`src/rtl/mips_mem_pkg.sv`:
```
// Shared definitions for the data-memory bridge: FSM encoding, default widths,
// the value returned on a failed load, and the captured write payload.
package mips_mem_pkg;

    localparam int unsigned ADDR_W_DEFAULT = 32;
    localparam int unsigned DATA_W_DEFAULT = 32;
    localparam int unsigned BE_W           = 4;

    // Load data returned when the bus flags an error
    localparam logic [DATA_W_DEFAULT-1:0] ERR_RDATA = 32'h0000_0000;

    typedef enum logic [1:0] {
        ST_IDLE = 2'd0,
        ST_REQ  = 2'd1,
        ST_RESP = 2'd2,
        ST_DONE = 2'd3
    } dmem_state_e;

    // Captured byte enables and store data for the outstanding bus request
    typedef struct packed {
        logic [BE_W-1:0]           we;
        logic [DATA_W_DEFAULT-1:0] wdata;
    } dmem_wr_t;

endpackage

```
`src/rtl/dmem_bridge.sv`:
```
// CPU data-memory port to valid/ready bus bridge. One transaction at a time:
// IDLE captures the access, REQ presents it on the bus, RESP waits for the
// response, DONE releases the CPU for one cycle before returning to IDLE.
// Optional feature macro DMEM_BRIDGE_WBUF_EN: one-entry posted write buffer;
// a store accepted in IDLE does not stall and is drained in the background.
module dmem_bridge
    import mips_mem_pkg::*;
#(
    parameter int unsigned ADDR_W = ADDR_W_DEFAULT,
    parameter int unsigned DATA_W = DATA_W_DEFAULT
) (
    input  logic              clk,
    input  logic              rst,
    input  logic              cpu_mem_read_en,
    input  logic [BE_W-1:0]   cpu_mem_write_en,
    input  logic [ADDR_W-1:0] cpu_mem_addr,
    input  logic [DATA_W-1:0] cpu_mem_write_data,
    output logic [DATA_W-1:0] cpu_mem_read_data,
    output logic              cpu_stall,
    output logic              bus_req_valid,
    input  logic              bus_req_ready,
    output logic [BE_W-1:0]   bus_req_we,
    output logic [ADDR_W-1:0] bus_req_addr,
    output logic [DATA_W-1:0] bus_req_wdata,
    input  logic              bus_rsp_valid,
    input  logic [DATA_W-1:0] bus_rsp_rdata,
    input  logic              bus_rsp_err,
    output logic              err_sticky
);

    // Only a 32-bit data path is implemented
    if (DATA_W != 32) begin : g_bad_data_w
        $error("dmem_bridge: DATA_W must be 32");
    end

    dmem_state_e       state_q, state_d;
    logic [ADDR_W-1:0] addr_q;
    dmem_wr_t          wr_q;
    logic [DATA_W-1:0] rdata_q;
    logic              err_q;

    logic cpu_req;
    logic cpu_wr;
    logic capture;
    logic rsp_take;
    logic unused_addr_lsb;

    // Write wins when read and write are presented together
    assign cpu_wr   = |cpu_mem_write_en;
    assign cpu_req  = cpu_mem_read_en | cpu_wr;
    assign capture  = (state_q == ST_IDLE) & cpu_req;
    assign rsp_take = (state_q == ST_RESP) & bus_rsp_valid;

    // Byte offset is dropped; the bus is word addressed
    assign unused_addr_lsb = ^cpu_mem_addr[1:0];

`ifdef DMEM_BRIDGE_WBUF_EN
    logic posted_q;

    // Marks the in-flight transaction as a posted store the CPU has moved past
    always_ff @(posedge clk or posedge rst) begin
        if (rst) begin
            posted_q <= 1'b0;
        end else if (capture) begin
            posted_q <= cpu_wr;
        end else if (state_q == ST_DONE) begin
            posted_q <= 1'b0;
        end
    end
`endif

    // State register
    always_ff @(posedge clk or posedge rst) begin
        if (rst) begin
            state_q <= ST_IDLE;
        end else begin
            state_q <= state_d;
        end
    end

    // Next-state logic
    always_comb begin
        state_d = state_q;
        unique case (state_q)
            ST_IDLE: if (cpu_req)       state_d = ST_REQ;
            ST_REQ:  if (bus_req_ready) state_d = ST_RESP;
            ST_RESP: if (bus_rsp_valid) state_d = ST_DONE;
            ST_DONE:                    state_d = ST_IDLE;
            default:                    state_d = ST_IDLE;
        endcase
    end

    // Stall and request-valid decode; reset drops the stall immediately
    always_comb begin
        cpu_stall     = 1'b0;
        bus_req_valid = 1'b0;
        unique case (state_q)
`ifdef DMEM_BRIDGE_WBUF_EN
            // A store posts; anything arriving during a drain waits for it
            ST_IDLE: cpu_stall = cpu_req & ~cpu_wr;
            ST_REQ: begin
                bus_req_valid = 1'b1;
                cpu_stall     = posted_q ? cpu_req : 1'b1;
            end
            ST_RESP: cpu_stall = posted_q ? cpu_req : 1'b1;
            ST_DONE: cpu_stall = posted_q & cpu_req;
`else
            ST_IDLE: cpu_stall = cpu_req;
            ST_REQ: begin
                bus_req_valid = 1'b1;
                cpu_stall     = 1'b1;
            end
            ST_RESP: cpu_stall = 1'b1;
            ST_DONE: cpu_stall = 1'b0;
`endif
            default: cpu_stall = 1'b0;
        endcase
        if (rst) begin
            cpu_stall = 1'b0;
        end
    end

    // Request capture; fields stay stable until the next IDLE capture
    always_ff @(posedge clk or posedge rst) begin
        if (rst) begin
            addr_q <= '0;
            wr_q   <= '0;
        end else if (capture) begin
            addr_q <= {cpu_mem_addr[ADDR_W-1:2], 2'b00};
            wr_q   <= '{we: cpu_mem_write_en, wdata: cpu_mem_write_data};
        end
    end

    // Load data and sticky error; store responses leave the load data untouched
    always_ff @(posedge clk or posedge rst) begin
        if (rst) begin
            rdata_q <= '0;
            err_q   <= 1'b0;
        end else if (rsp_take) begin
            if (wr_q.we == '0) begin
                rdata_q <= bus_rsp_err ? DATA_W'(ERR_RDATA) : bus_rsp_rdata;
            end
            if (bus_rsp_err) begin
                err_q <= 1'b1;
            end
        end
    end

    assign bus_req_addr      = addr_q;
    assign bus_req_we        = wr_q.we;
    assign bus_req_wdata     = wr_q.wdata;
    assign cpu_mem_read_data = rdata_q;
    assign err_sticky        = err_q;

endmodule

```
`config.mk`:
```
export PLATFORM = sky130hd
export DESIGN_NAME = dmem_bridge
export DESIGN_NICKNAME = d
export VERILOG_FILES = /design/src/rtl/mips_mem_pkg.sv /design/src/rtl/dmem_bridge.sv
export SDC_FILE = /design/constraint.sdc
export NUM_CORES = 1
export LEC_CHECK = 0
export ABC_AREA = 1
export ABC_CLOCK_PERIOD_IN_PS = 2900
export CORE_MARGIN = 3
export CORE_UTILIZATION = 36
export DETAILED_ROUTE_END_ITERATION = 8
export HOLD_SLACK_MARGIN = 0.05
export PLACE_DENSITY = 0.75
export SETUP_SLACK_MARGIN = 0.1
export SYNTH_ARGS = -nofsm -noshare
export SYNTH_HDL_FRONTEND = slang
export SYNTH_SLANG_ARGS = --single-unit
export TNS_END_PERCENT = 30
```
`constraint.sdc`:
```
create_clock -name clk -period 2.9 [get_ports clk]
set_input_delay 0.29 -clock clk [delete_from_list [all_inputs] [get_ports clk]]
set_output_delay 0.29 -clock clk [all_outputs]
set_load 0.01 [all_outputs]
```
* Yosys cells after proc, flatten, opt, wreduce, memory -nomap -nowiden *
Index checks and enable logic that the tools add are counted.

word-level totals
  input port bits = 106
  output and inout bits = 103
  flip-flop bits (word level) = 101

cells by class
  reduce and logical (&&, ||, !) cells = 7
  mux-type cells = 8
  bitwise operators = 3
  equality and inequality tests = 6

operator list
  operator                                                               count
  32-bit two-way mux                                                     1
  2-bit case mux with 4 select lines                                     1
  2-bit two-way mux                                                      3
  2-bit inequality test, second input constant                           3
  2-bit equality test, second input constant                             2
  4-bit logical NOT                                                      1
  2-bit AND reduction                                                    2
  4-bit OR reduction                                                     1
  1-bit case mux with 3 select lines                                     1
  3-bit AND reduction                                                    1
  1-bit AND                                                              2
  2-bit by 1-bit equality test with 1-bit output, second input constant  1
  2-bit logical NOT                                                      1
  1-bit two-way mux                                                      2
  2-bit OR reduction                                                     1
  1-bit OR                                                               1

* Logic depth before layout (Yosys ltp) *
  depth after elaboration = 4
  depth in mapped cells = 8

* Worst setup path after synthesis *
Ideal clock, no wire load.

  path type = input-to-output
  from = input rst
  to = output cpu_stall
  setup slack = -0.452 ns
  arrival time = 3.062 ns
  cell stages on the path = 3
  required time = 2.610 ns
  cell sequence = inv_1 o21ai_0 a41oi_1

between the ends
  cells in the longest elaborated chain, start to end = 1

ends and longest elaborated chain
  element             RTL line            source
  start: declaration  dmem_bridge.sv:13   input logic rst,
  1-bit two-way mux   dmem_bridge.sv:118  if (rst) begin
  end: declaration    dmem_bridge.sv:19   output logic cpu_stall,

Every way passes these cells.

* Worst setup path in the final report *
  from = register state_q[0]
  to = output cpu_stall

between the ends
  cells in the longest elaborated chain, start to end = 4
  elaborated cells between the ends (all ways) = 7
  those cells by class = 3 x eq/ne; 2 x mux; 2 x reduce/logical

ends and longest elaborated chain
  element                                                                                       RTL line            source
  start: declaration                                                                            dmem_bridge.sv:36   dmem_state_e state_q, state_d;
  start signal: assignment                                                                      dmem_bridge.sv:77   state_q <= state_d;
  2-bit equality test / 2-bit by 1-bit equality test with 1-bit output (equally long branches)  dmem_bridge.sv:97   unique case (state_q)
  2-bit OR reduction (no line)                                                                  n/a
  1-bit case mux with 3 select lines (*)                                                        dmem_bridge.sv:97
  1-bit two-way mux (*)                                                                         dmem_bridge.sv:118

Mark *: on every way between the ends. The rest lies on a longest branch, timed or not.

==> impl_metrics.ini <==
[run_status]
status = finished clean

[floorplanning]
io_pins = 209
core_um2 = 11030
die_h_um = 113.1
fp-row-count = 38
die_area_um2 = 12780
start_util_pct = 37.41
die_x_um = 113.1

[clocking]
cts_sinks = 101
cts_made_buffers = 9
clock_tree.buffer_depth = 2
cts_hold_buf = 0
cts_root_buf = clkbuf_16
cts_tree = built
cts_resized = 0
h-tree-depth = 3
path_clk_slew_ns = 0.07
cts_setup_buffers = 0
clock_latency_ns = 0.33

[global_routing]
grt_pass1_wl_um = 19230
grt_overflow = 0
antenna_found_initial = 0
grt_pass1_vias = 3785
grt.total_usage_pct = 18.60
grt_max_degree = 69

[sta]
hold_slack_ns = 0.4718
timing.final.max_slew_violations = 0
finalClockSkew_ns = 0.007335
rsz0062_at_grt = no
setup_viol = 0
tightest_slew_ns = 0.9383
min_period_ns = 2.255
hold_violations = 0
min_period_over_period_pct = 77.77
fmax_ghz = 0.4434
worst_slew_margin_rel_pct = 37.38
fin_setup_tns_ns = 0

[place]
io_buffers = 204
dp_hpwl_um = 8435
place_congestion = 0.8765

[finish]
area_growth_pct = 58.07
fin_nets = 761
drive_gt1_share_pct = 4.268
diodes = 0
fillers = 982

[pwr]
powerDensity_nw_per_um2 = 1030
vdd_drop_max_mv = 0.4894
leakagePower_nw = 3.049

[yosys]
synth_cells = 462
ys_warn_count = 0
ys_types = 22
synth_seq_cells = 101
ys_seq_area_share_pct = 61.25
syn_area_um2 = 4126
syn_area_per_cell_um2 = 8.932

[routing]
avgRoutedWirePerCell_um = 14.76
drc = 0
antenna_left = 0
via_per_inst = 4.735
first_pass_iters = 4
drt_wl_total_um = 11750
via_count = 3769
drt_iter0_drc = 246

[setup_path]
ff2ff_setup_slack_ns = 0.85
path_buf_inv = 2
cp.arrival_ns = 1.97
setup.worst_path.end_class = output port
critPathMaxStageDelay_ns = 0.60
start_kind = flop
slowest_stage = clkdlybuf4s50_1
path_delay_family = buffers and inverters
worstPathMaxFanout = 3
crit_required_ns = 2.61
crit_chain = inv_1 -> ha_1 -> o21ai_0 -> a41oi_1 -> clkdlybuf4s50_1
setup.worst_path.class = flop to output port

[run]
drv_cap = 0

[min_path]
min_path_type = flop to flop
## routing by layer
| metal | wire, um | track usage [%] | vias up |
|---|---|---|---|
| met5 | 0 | 0 | - |
| met4 | 225 | 6.891 | 0 |
| met3 | 992 | 5.080 | 18 |
| met2 | 5383 | 29.38 | 157 |
| met1 | 5149 | 24.62 | 1750 |
| li1 | - | - | 1844 |
## sequential cells by signal, indices dropped and copies added, names as in the netlist
name / cells
bus_req_addr: 30
bus_req_wdata: 32
state_q: 2
cpu_mem_read_data: 32
err_sticky: 1
bus_req_we: 4
## stage by stage
| stage | setup WS (ns) | power, W | cells | instance area, um2 | util [%] |
|---|---|---|---|---|---|
| 4_1_cts | 0.6088 | 0.006812 | 796 | 6523 | 59.13 |
| 5_1_grt | 0.5046 | 0.007224 | 796 | 6523 | 59.13 |
| 3_5_place_dp | 0.7577 | 0.005599 | 780 | 6230 | 56.48 |
| 3_3_place_gp | 0.8188 | 0.005506 | 780 | 6230 | 56.48 |
| 6_report | 0.6446 | 0.006716 | 796 | 6523 | 59.13 |
| 2_1_floorplan | 0.5425 | 0.003887 | 463 | 4134 | - |
## worst paths after layout
path,start,end,depth (start not counted)
min reg2reg,bus_req_addr[18],bus_req_addr[18],2
min,bus_req_addr[18],bus_req_addr[18],2
max,state_q[0],cpu_stall,5
max reg2reg,state_q[0],cpu_mem_read_data[25],6
min in group asynchronous,rst,state_q[0],3
max in group asynchronous,rst,bus_req_wdata[25],4
## cell type report
| type | instances | area [um2] | share of cell area (%) |
|---|---|---|---|
| well taps | 140 | 175.2 | 2.686 |
| multi-input cells | 322 | 1401 | 21.48 |
| clock buffers | 10 | 229.0 | 3.510 |
| inverters | 8 | 33.78 | 0.5179 |
| clock inverters | 6 | 63.81 | 0.9783 |
| flip-flops and latches | 101 | 2527 | 38.75 |
| repair buffers | 209 | 2092 | 32.07 |
## worst reg2reg max path, cell delays in order, from the launching register on
cell and delay [ns]:
dfrtp_1 0.40, inv_1 0.12, ha_1 0.19, nand2_1 0.08, nor3_1 0.18, nand2_2 0.55
o21ai_0 0.42
## power by group
part           total (W)  switching, W  leakage [nW]  internal [W]
Sequential       0.00242      0.000361          1.27       0.00206
Combinational    0.00311       0.00149          1.64       0.00163
Clock            0.00118      0.000514         0.138      0.000668
## cells in the final DEF, fill, tap and decap left out
cell type,instances
nand2_1,206
clkdlybuf4s50_1,204
dfrtp_1,101
nand3_1,65
o21ai_0,34
clkbuf_16,9
inv_1,7
buf_4,4
clkinvlp_4,3
ha_1,3
nor2_2,2
nand2_2,2
conb_1,2
clkinv_2,2
nand3_2,1
nor3_1,1
nor2_1,1
a41oi_1,1
o21bai_1,1
nand4_1,1
or2_2,1
ha_2,1
bufinv_16,1
clkinv_4,1
clkbuf_1,1
buf_12,1
## cell usage after synthesis (all sizes together)
| master | n | area (um2) |
|---|---|---|
| buf | 16 | 115.1 |
| ha | 4 | 50.05 |
| nor2 | 3 | 16.26 |
| nand2 | 208 | 783.3 |
| dfrtp | 101 | 2527 |
| nor3 | 1 | 5.000 |
| inv | 8 | 30.03 |
| conb | 1 | 3.750 |
| or2 | 1 | 6.260 |
| o21bai | 1 | 7.510 |
| nand3 | 66 | 335.3 |
| o21ai | 34 | 170.2 |
| a41oi | 1 | 8.760 |
| nand4 | 1 | 6.260 |
| clkbuf | 16 | 61.30 |
## kinds of logic (layout without fill, tap and decap cells)
logic type | Yosys count | after routing | synth area share [%]
AND/OR/NAND/NOR | 280 | 280 | 27.93
AO/OA/AOI/OAI | 36 | 36 | 4.518
other | 1 | 2 | 0.09088
flip-flops | 101 | 101 | 61.25
buffers and inverters | 40 | 233 | 5.003
adder cells (fa/ha/maj) | 4 | 4 | 1.213
Note: power is estimated with default switching activity, not from simulation.
